[config.mk]
export PLATFORM = sky130hd
export DESIGN_NAME = pulse_reg_bank
export DESIGN_NICKNAME = d
export VERILOG_FILES = /design/src/rtl/pulse_reg_bank_pkg.sv /design/src/rtl/pulse_reg_chan.sv /design/src/rtl/pulse_reg_bank.sv
export SDC_FILE = /design/constraint.sdc
export NUM_CORES = 1
export LEC_CHECK = 0
export ABC_AREA = 1
export BUFFER_PORTS_ARGS = -buffer_cell sky130_fd_sc_hd__clkbuf_2
export CORE_ASPECT_RATIO = 0.8
export CORE_UTILIZATION = 45
export DETAILED_ROUTE_END_ITERATION = 12
export PLACE_DENSITY = 0.67
export SLEW_MARGIN = 25
export SYNTH_ARGS = -nofsm -noshare
export SYNTH_HDL_FRONTEND = slang
export SYNTH_SLANG_ARGS = --single-unit
[constraint.sdc]
create_clock -name clk -period 0.95 [get_ports clk]
set_input_delay 0.095 -clock clk [delete_from_list [all_inputs] [get_ports clk]]
set_output_delay 0.095 -clock clk [all_outputs]
set_load 0.01 [all_outputs]
[src/rtl/pulse_reg_bank_pkg.sv]
// Shared field widths, command-word layout and merge helper for pulse_reg_bank.
// Field widths here fix the struct layout; the top-level width parameters must match them.
package pulse_reg_bank_pkg;

    localparam int DATA_W  = 32;
    localparam int ENV_W   = 24;
    localparam int PHASE_W = 17;
    localparam int FREQ_W  = 9;
    localparam int AMP_W   = 16;
    localparam int CFG_W   = 4;
    localparam int CMD_W   = ENV_W + PHASE_W + FREQ_W + AMP_W + CFG_W + 9;

    // Command word, LSB upward: cfg | cfg_wen | amp | amp_ctrl | freq | freq_ctrl | phase | phase_ctrl | env | env_ctrl
    localparam int CFG_LSB        = 0;
    localparam int CFG_WEN        = CFG_LSB + CFG_W;
    localparam int AMP_LSB        = CFG_WEN + 1;
    localparam int AMP_CTRL_LSB   = AMP_LSB + AMP_W;
    localparam int AMP_CTRL_MSB   = AMP_CTRL_LSB + 1;
    localparam int FREQ_LSB       = AMP_CTRL_MSB + 1;
    localparam int FREQ_CTRL_LSB  = FREQ_LSB + FREQ_W;
    localparam int FREQ_CTRL_MSB  = FREQ_CTRL_LSB + 1;
    localparam int PHASE_LSB      = FREQ_CTRL_MSB + 1;
    localparam int PHASE_CTRL_LSB = PHASE_LSB + PHASE_W;
    localparam int PHASE_CTRL_MSB = PHASE_CTRL_LSB + 1;
    localparam int ENV_LSB        = PHASE_CTRL_MSB + 1;
    localparam int ENV_CTRL_LSB   = ENV_LSB + ENV_W;
    localparam int ENV_CTRL_MSB   = ENV_CTRL_LSB + 1;

    typedef struct packed {
        logic [ENV_W-1:0]   env;
        logic [PHASE_W-1:0] phase;
        logic [FREQ_W-1:0]  freq;
        logic [AMP_W-1:0]   amp;
        logic [CFG_W-1:0]   cfg;
    } pulse_params_t;

    // Merge the enabled fields of a command over an existing parameter set.
    function automatic pulse_params_t decode_cmd(
        input logic [CMD_W-1:0]  cmd,
        input logic [DATA_W-1:0] reg_in,
        input pulse_params_t     old
    );
        pulse_params_t p;
        p = old;
        if (cmd[ENV_CTRL_MSB])
            p.env = cmd[ENV_CTRL_LSB] ? reg_in[ENV_W-1:0] : cmd[ENV_LSB +: ENV_W];
        if (cmd[PHASE_CTRL_MSB])
            p.phase = cmd[PHASE_CTRL_LSB] ? reg_in[PHASE_W-1:0] : cmd[PHASE_LSB +: PHASE_W];
        if (cmd[FREQ_CTRL_MSB])
            p.freq = cmd[FREQ_CTRL_LSB] ? reg_in[FREQ_W-1:0] : cmd[FREQ_LSB +: FREQ_W];
        if (cmd[AMP_CTRL_MSB])
            p.amp = cmd[AMP_CTRL_LSB] ? reg_in[AMP_W-1:0] : cmd[AMP_LSB +: AMP_W];
        if (cmd[CFG_WEN])
            p.cfg = cmd[CFG_LSB +: CFG_W];
        return p;
    endfunction

endpackage

[src/rtl/pulse_reg_chan.sv]
// One channel of the bank: staging set, active set, dirty flag and commit strobe.
// Optional commit statistics under PULSE_REG_BANK_STATS_EN.
module pulse_reg_chan
    import pulse_reg_bank_pkg::*;
(
    input  logic                clk,
    input  logic                rst_n,
    input  logic [CMD_W-1:0]    i_cmd,
    input  logic [DATA_W-1:0]   i_reg,
    input  logic                i_wr,
    input  logic                i_commit,
    output pulse_params_t       o_active,
    output logic                o_cstrobe,
`ifdef PULSE_REG_BANK_STATS_EN
    output logic [15:0]         o_commit_cnt,
    output logic                o_stale,
`endif
    output logic                o_dirty
);

    pulse_params_t r_stage;
    pulse_params_t r_active;
    pulse_params_t w_view;
    logic          r_cstrobe;
    logic          r_dirty;

    // Bypassed staging view: a same-cycle write is merged before commit.
    assign w_view = i_wr ? decode_cmd(i_cmd, i_reg, r_stage) : r_stage;

    always_ff @(posedge clk or negedge rst_n) begin
        if (!rst_n) begin
            r_stage   <= '0;
            r_active  <= '0;
            r_cstrobe <= 1'b0;
            r_dirty   <= 1'b0;
        end else begin
            r_cstrobe <= i_commit;
            if (i_wr)
                r_stage <= w_view;
            if (i_commit) begin
                r_active <= w_view;
                r_dirty  <= 1'b0;
            end else if (i_wr) begin
                r_dirty  <= 1'b1;
            end
        end
    end

`ifdef PULSE_REG_BANK_STATS_EN
    logic [15:0] r_commit_cnt;
    logic        r_stale;

    always_ff @(posedge clk or negedge rst_n) begin
        if (!rst_n) begin
            r_commit_cnt <= '0;
            r_stale      <= 1'b0;
        end else begin
            r_stale <= i_commit && !r_dirty && !i_wr;
            if (i_commit)
                r_commit_cnt <= r_commit_cnt + 16'd1;
        end
    end

    assign o_commit_cnt = r_commit_cnt;
    assign o_stale      = r_stale;
`endif

    assign o_active  = r_active;
    assign o_cstrobe = r_cstrobe;
    assign o_dirty   = r_dirty;

endmodule

[src/rtl/pulse_reg_bank.sv]
// Multi-channel double-buffered pulse parameter bank: channel decode, cmd_err, output packing.
// Define PULSE_REG_BANK_STATS_EN to add commit_cnt / stale_commit outputs.
module pulse_reg_bank
    import pulse_reg_bank_pkg::*;
#(
    parameter int N_CHANNELS     = 4,
    parameter int DATA_WIDTH     = DATA_W,
    parameter int ENV_WORD_WIDTH = ENV_W,
    parameter int PHASE_WIDTH    = PHASE_W,
    parameter int FREQ_WIDTH     = FREQ_W,
    parameter int AMP_WIDTH      = AMP_W,
    parameter int CFG_WIDTH      = CFG_W,
    localparam int CHAN_W          = (N_CHANNELS > 1) ? $clog2(N_CHANNELS) : 1,
    localparam int PULSE_CMD_WIDTH = ENV_WORD_WIDTH + PHASE_WIDTH + FREQ_WIDTH
                                   + AMP_WIDTH + CFG_WIDTH + 9
)(
    input  logic                                 clk,
    input  logic                                 rst_n,
    input  logic [CHAN_W-1:0]                    chan_sel,
    input  logic [PULSE_CMD_WIDTH-1:0]           pulse_cmd_in,
    input  logic [DATA_WIDTH-1:0]                reg_in,
    input  logic                                 pulse_write_en,
    input  logic                                 cstrobe_in,
    output logic [N_CHANNELS*ENV_WORD_WIDTH-1:0] env_word_out,
    output logic [N_CHANNELS*PHASE_WIDTH-1:0]    phase_out,
    output logic [N_CHANNELS*FREQ_WIDTH-1:0]     freq_out,
    output logic [N_CHANNELS*AMP_WIDTH-1:0]      amp_out,
    output logic [N_CHANNELS*CFG_WIDTH-1:0]      cfg_out,
    output logic [N_CHANNELS-1:0]                cstrobe_out,
    output logic [N_CHANNELS-1:0]                dirty,
`ifdef PULSE_REG_BANK_STATS_EN
    output logic [N_CHANNELS*16-1:0]             commit_cnt,
    output logic [N_CHANNELS-1:0]                stale_commit,
`endif
    output logic                                 cmd_err
);

    localparam logic [CHAN_W:0] NCH = (CHAN_W+1)'(N_CHANNELS);

    logic          w_chan_ok;
    logic          r_cmd_err;
    pulse_params_t w_active [N_CHANNELS];

    // Out-of-range selects only exist when N_CHANNELS is not a power of two.
    assign w_chan_ok = (N_CHANNELS == 1) || ({1'b0, chan_sel} < NCH);

    always_ff @(posedge clk or negedge rst_n) begin
        if (!rst_n)
            r_cmd_err <= 1'b0;
        else
            r_cmd_err <= !w_chan_ok && (pulse_write_en || cstrobe_in);
    end

    assign cmd_err = r_cmd_err;

    for (genvar i = 0; i < N_CHANNELS; i++) begin : g_chan
        logic w_sel;

        assign w_sel = w_chan_ok && ((N_CHANNELS == 1) || (chan_sel == CHAN_W'(i)));

        pulse_reg_chan u_chan (
            .clk          (clk),
            .rst_n        (rst_n),
            .i_cmd        (pulse_cmd_in),
            .i_reg        (reg_in),
            .i_wr         (w_sel && pulse_write_en),
            .i_commit     (w_sel && cstrobe_in),
            .o_active     (w_active[i]),
            .o_cstrobe    (cstrobe_out[i]),
`ifdef PULSE_REG_BANK_STATS_EN
            .o_commit_cnt (commit_cnt[i*16 +: 16]),
            .o_stale      (stale_commit[i]),
`endif
            .o_dirty      (dirty[i])
        );

        assign env_word_out[i*ENV_WORD_WIDTH +: ENV_WORD_WIDTH] = w_active[i].env;
        assign phase_out[i*PHASE_WIDTH +: PHASE_WIDTH]          = w_active[i].phase;
        assign freq_out[i*FREQ_WIDTH +: FREQ_WIDTH]             = w_active[i].freq;
        assign amp_out[i*AMP_WIDTH +: AMP_WIDTH]                = w_active[i].amp;
        assign cfg_out[i*CFG_WIDTH +: CFG_WIDTH]                = w_active[i].cfg;
    end

endmodule

==> impl_metrics.ini <==
[status]
status = finished, violations left
violations = negative hold slack, negative setup slack

[sta]
layout_setup_ws_ps = -357
fin_crit_sh = 1.38
skew_ps = 9.93
min_period_ps = 1310
rsz0062_at_grt = true
finalMaxSlewViolations = 0
fin_hold_ws_ps = -23.2
hold_violations = 11
fmax_ghz = 0.765
setup_viol = 288

[yosys]
async_flop_share = 1.00
yosys-top-cells-count = nand2_1, dfrtp_1, nand3_1
yosys.cell_count.top_type = nand2_1
syn_area_per_cell_um2 = 8.59
synth_area_leader_cell = dfrtp_1
yosys.cell_types.count = 25
synth.cell_area_um2 = 23000
synth_area_leaders = dfrtp_1, nand2_1, nand3_1
synthMuxAreaShare = 0
synth_adder_area_share = 0
synth_cells = 2674
synth-main-ff-cell = dfrtp_1
synth-edff-count = 0
synth_top_family_by_area = simple AND/OR/NAND/NOR gates
synth.yosys.warnings = 0
synth-simple-area-share = 0.330
ys_ff_latch = 568
synth_compound_area_frac = 0.00621
synth_top_area_frac = 0.619
syn_nets = 2791
synth-xor-area-share = 0
ys_seq_area_frac = 0.619

[global_routing]
gr-total-overflow = 0
grt_pass1_wl_um = 119000
use_met2 = 0.478
grt_max_degree = 62
track_usage = 0.304
met3_usage = 0.0560
busiest_layer = met2
grt_pass1_vias = 20700
antenna_found_initial = 3
met1_usage = 0.421

[floorplanning]
dieArea_um2 = 52000
die_w_um = 255
row_count = 73
die_height_um = 204
initial_core_util = 0.459
core_region_area_um2 = 50100
io_pins = 406

[clocking]
worstSkewPairLatency_ps = 590
tritoncts = done
clk_path_buf_depth = 3
cts_buffers = 56
ctsRootBufferMaster = clkbuf_16
htree_levels = 2
clk_pin_slew_worst_paths_ps = 60
clock-sinks = 568
cts-hold-fix-buffers = 49

[setup_path]
path_cells = clkbuf_2
slowest_delay_ps = 440
critPathMaxFanout = 2
crit_buf_inv = 1
crit_arrival_ps = 1210
cp_top_family = flip-flops
endpoint_kind = output port
crit_type = register to output port
critical-path-slowest-cell = dfrtp_1
cp-start-kind = register
crit_required_ps = 850

[power]
clkPwrFrac = 0.331
max-vdd-ir-drop_v = 0.00144
p_switching_mw = 20.9
p_comb_frac = 0.224
power.leakage_nw = 17.5
p_sw_frac = 0.294
internal_power_mw = 50.3
cellPowerDensity_nw_per_um2 = 2300
seqPwrFrac = 0.446

[routing]
drt_iter0_drc = 2126
finalWirelength_um = 78600
viasPerCell = 5.19
avgRoutedWirePerCell_um = 19.4
first_pass_iters = 7
vias = 21000
ant_nets = 0
drcViolationCount = 0

[finish]
final_cells = 4045
nets = 3441
area_growth_pct = 35.0
ff_latch_area_um2 = 14200
multiInputGateArea_um2 = 8050
drive_gt1_frac = 0.263
nFillCells = 4190

[place]
numPortBuffers = 396
dp.final_hpwl_um = 52400
gp_congestion = 0.885
dp_cells = 3726
post-place-ws_ps = -460

[job]
maxCapViolCount = 0

[worst_hold_path]
hold_class = input pin to async pin
## power groups by stage
stage | combinational [mW] | sequential [mW] | clock [mW]
floorplan | 5.86 | 32.5 | 0
global placement | 12.7 | 32.0 | 0
detailed placement | 13.0 | 32.1 | 0
CTS | 14.6 | 31.6 | 23.8
global route | 17.6 | 32.1 | 24.6
finish | 15.9 | 31.8 | 23.6
## repair_timing
item,in CTS,in global routing
buffers inserted,93,73
endpoints found under the hold margin,693,11
endpoints found under the setup margin,289,297
gates resized for setup,3,115
## cells by family (layout without fill, tap and decap cells)
group	count (synthesis)	count (layout)
AOI/OAI and AO/OA	27	27
and+or+nand+nor	1894	1894
other	1	3
buffers and inverters	184	878
DFF	568	568
## sequential cells by signal, summed over array words and instances (netlist names)
register,count
g_chan.u_chan.o_active,280
g_chan.u_chan.r_stage,280
g_chan.u_chan.o_cstrobe,4
g_chan.u_chan.o_dirty,4
## per-stage QoR
step                power [mW]  utilization  TNS, ps  area (µm²)
global route              74.4        0.620   -87090       31000
global placement          44.7        0.541  -168480       27100
CTS                       70.0        0.604   -84480       30200
detailed placement        45.1        0.541  -178460       27100
floorplan                 38.4            -   -13740       23500
finish                    71.3        0.620   -77130       31000
## cell usage in the layout, fill, tap and decap left out, types with 11 or more instances in the layout
| cell type | n |
|---|---|
| clkbuf_8 | 15 |
| nand3_1 | 219 |
| nand3_2 | 53 |
| buf_4 | 241 |
| buf_12 | 67 |
| buf_6 | 32 |
| clkbuf_16 | 57 |
| inv_2 | 11 |
| nand2_1 | 1593 |
| clkbuf_2 | 352 |
| clkbuf_1 | 16 |
| dlygate4sd3_1 | 49 |
| dfrtp_1 | 566 |
## final cells by class
class | count | area share
timing repair buffer | 752 | 0.188
sequential | 568 | 0.458
multi-input combinational | 1922 | 0.259
antenna | 2 | 0.000161
clock inverter | 14 | 0.00831
inverter | 24 | 0.00371
tap | 675 | 0.0272
clock buffer | 88 | 0.0546
## routing by layer
metal | vias up | routed length, µm
met5 | - | 0
met2 | 1008 | 36200
met3 | 167 | 6460
met4 | 0 | 2650
li1 | 9600 | -
met1 | 10200 | 33300
## path summary, 6_finish.rpt
path	slack, ps	endpoint	from	cells after the start
min reg2reg	470	g_chan[3].u_chan.r_stage[38]	g_chan[3].u_chan.r_stage[38]	2
max in group asynchronous	250	g_chan[2].u_chan.o_active[58]	rst_n	3
max	-360	amp_out[22]	g_chan[1].u_chan.o_active[10]	1
max reg2reg	40	g_chan[1].u_chan.o_active[30]	g_chan[1].u_chan.o_active[30]	4
min	-20	g_chan[1].u_chan.o_active[50]	rst_n	2
min in group clk	30	g_chan[2].u_chan.r_stage[66]	pulse_cmd_in[73]	5
(Power assumes the default switching activity.)
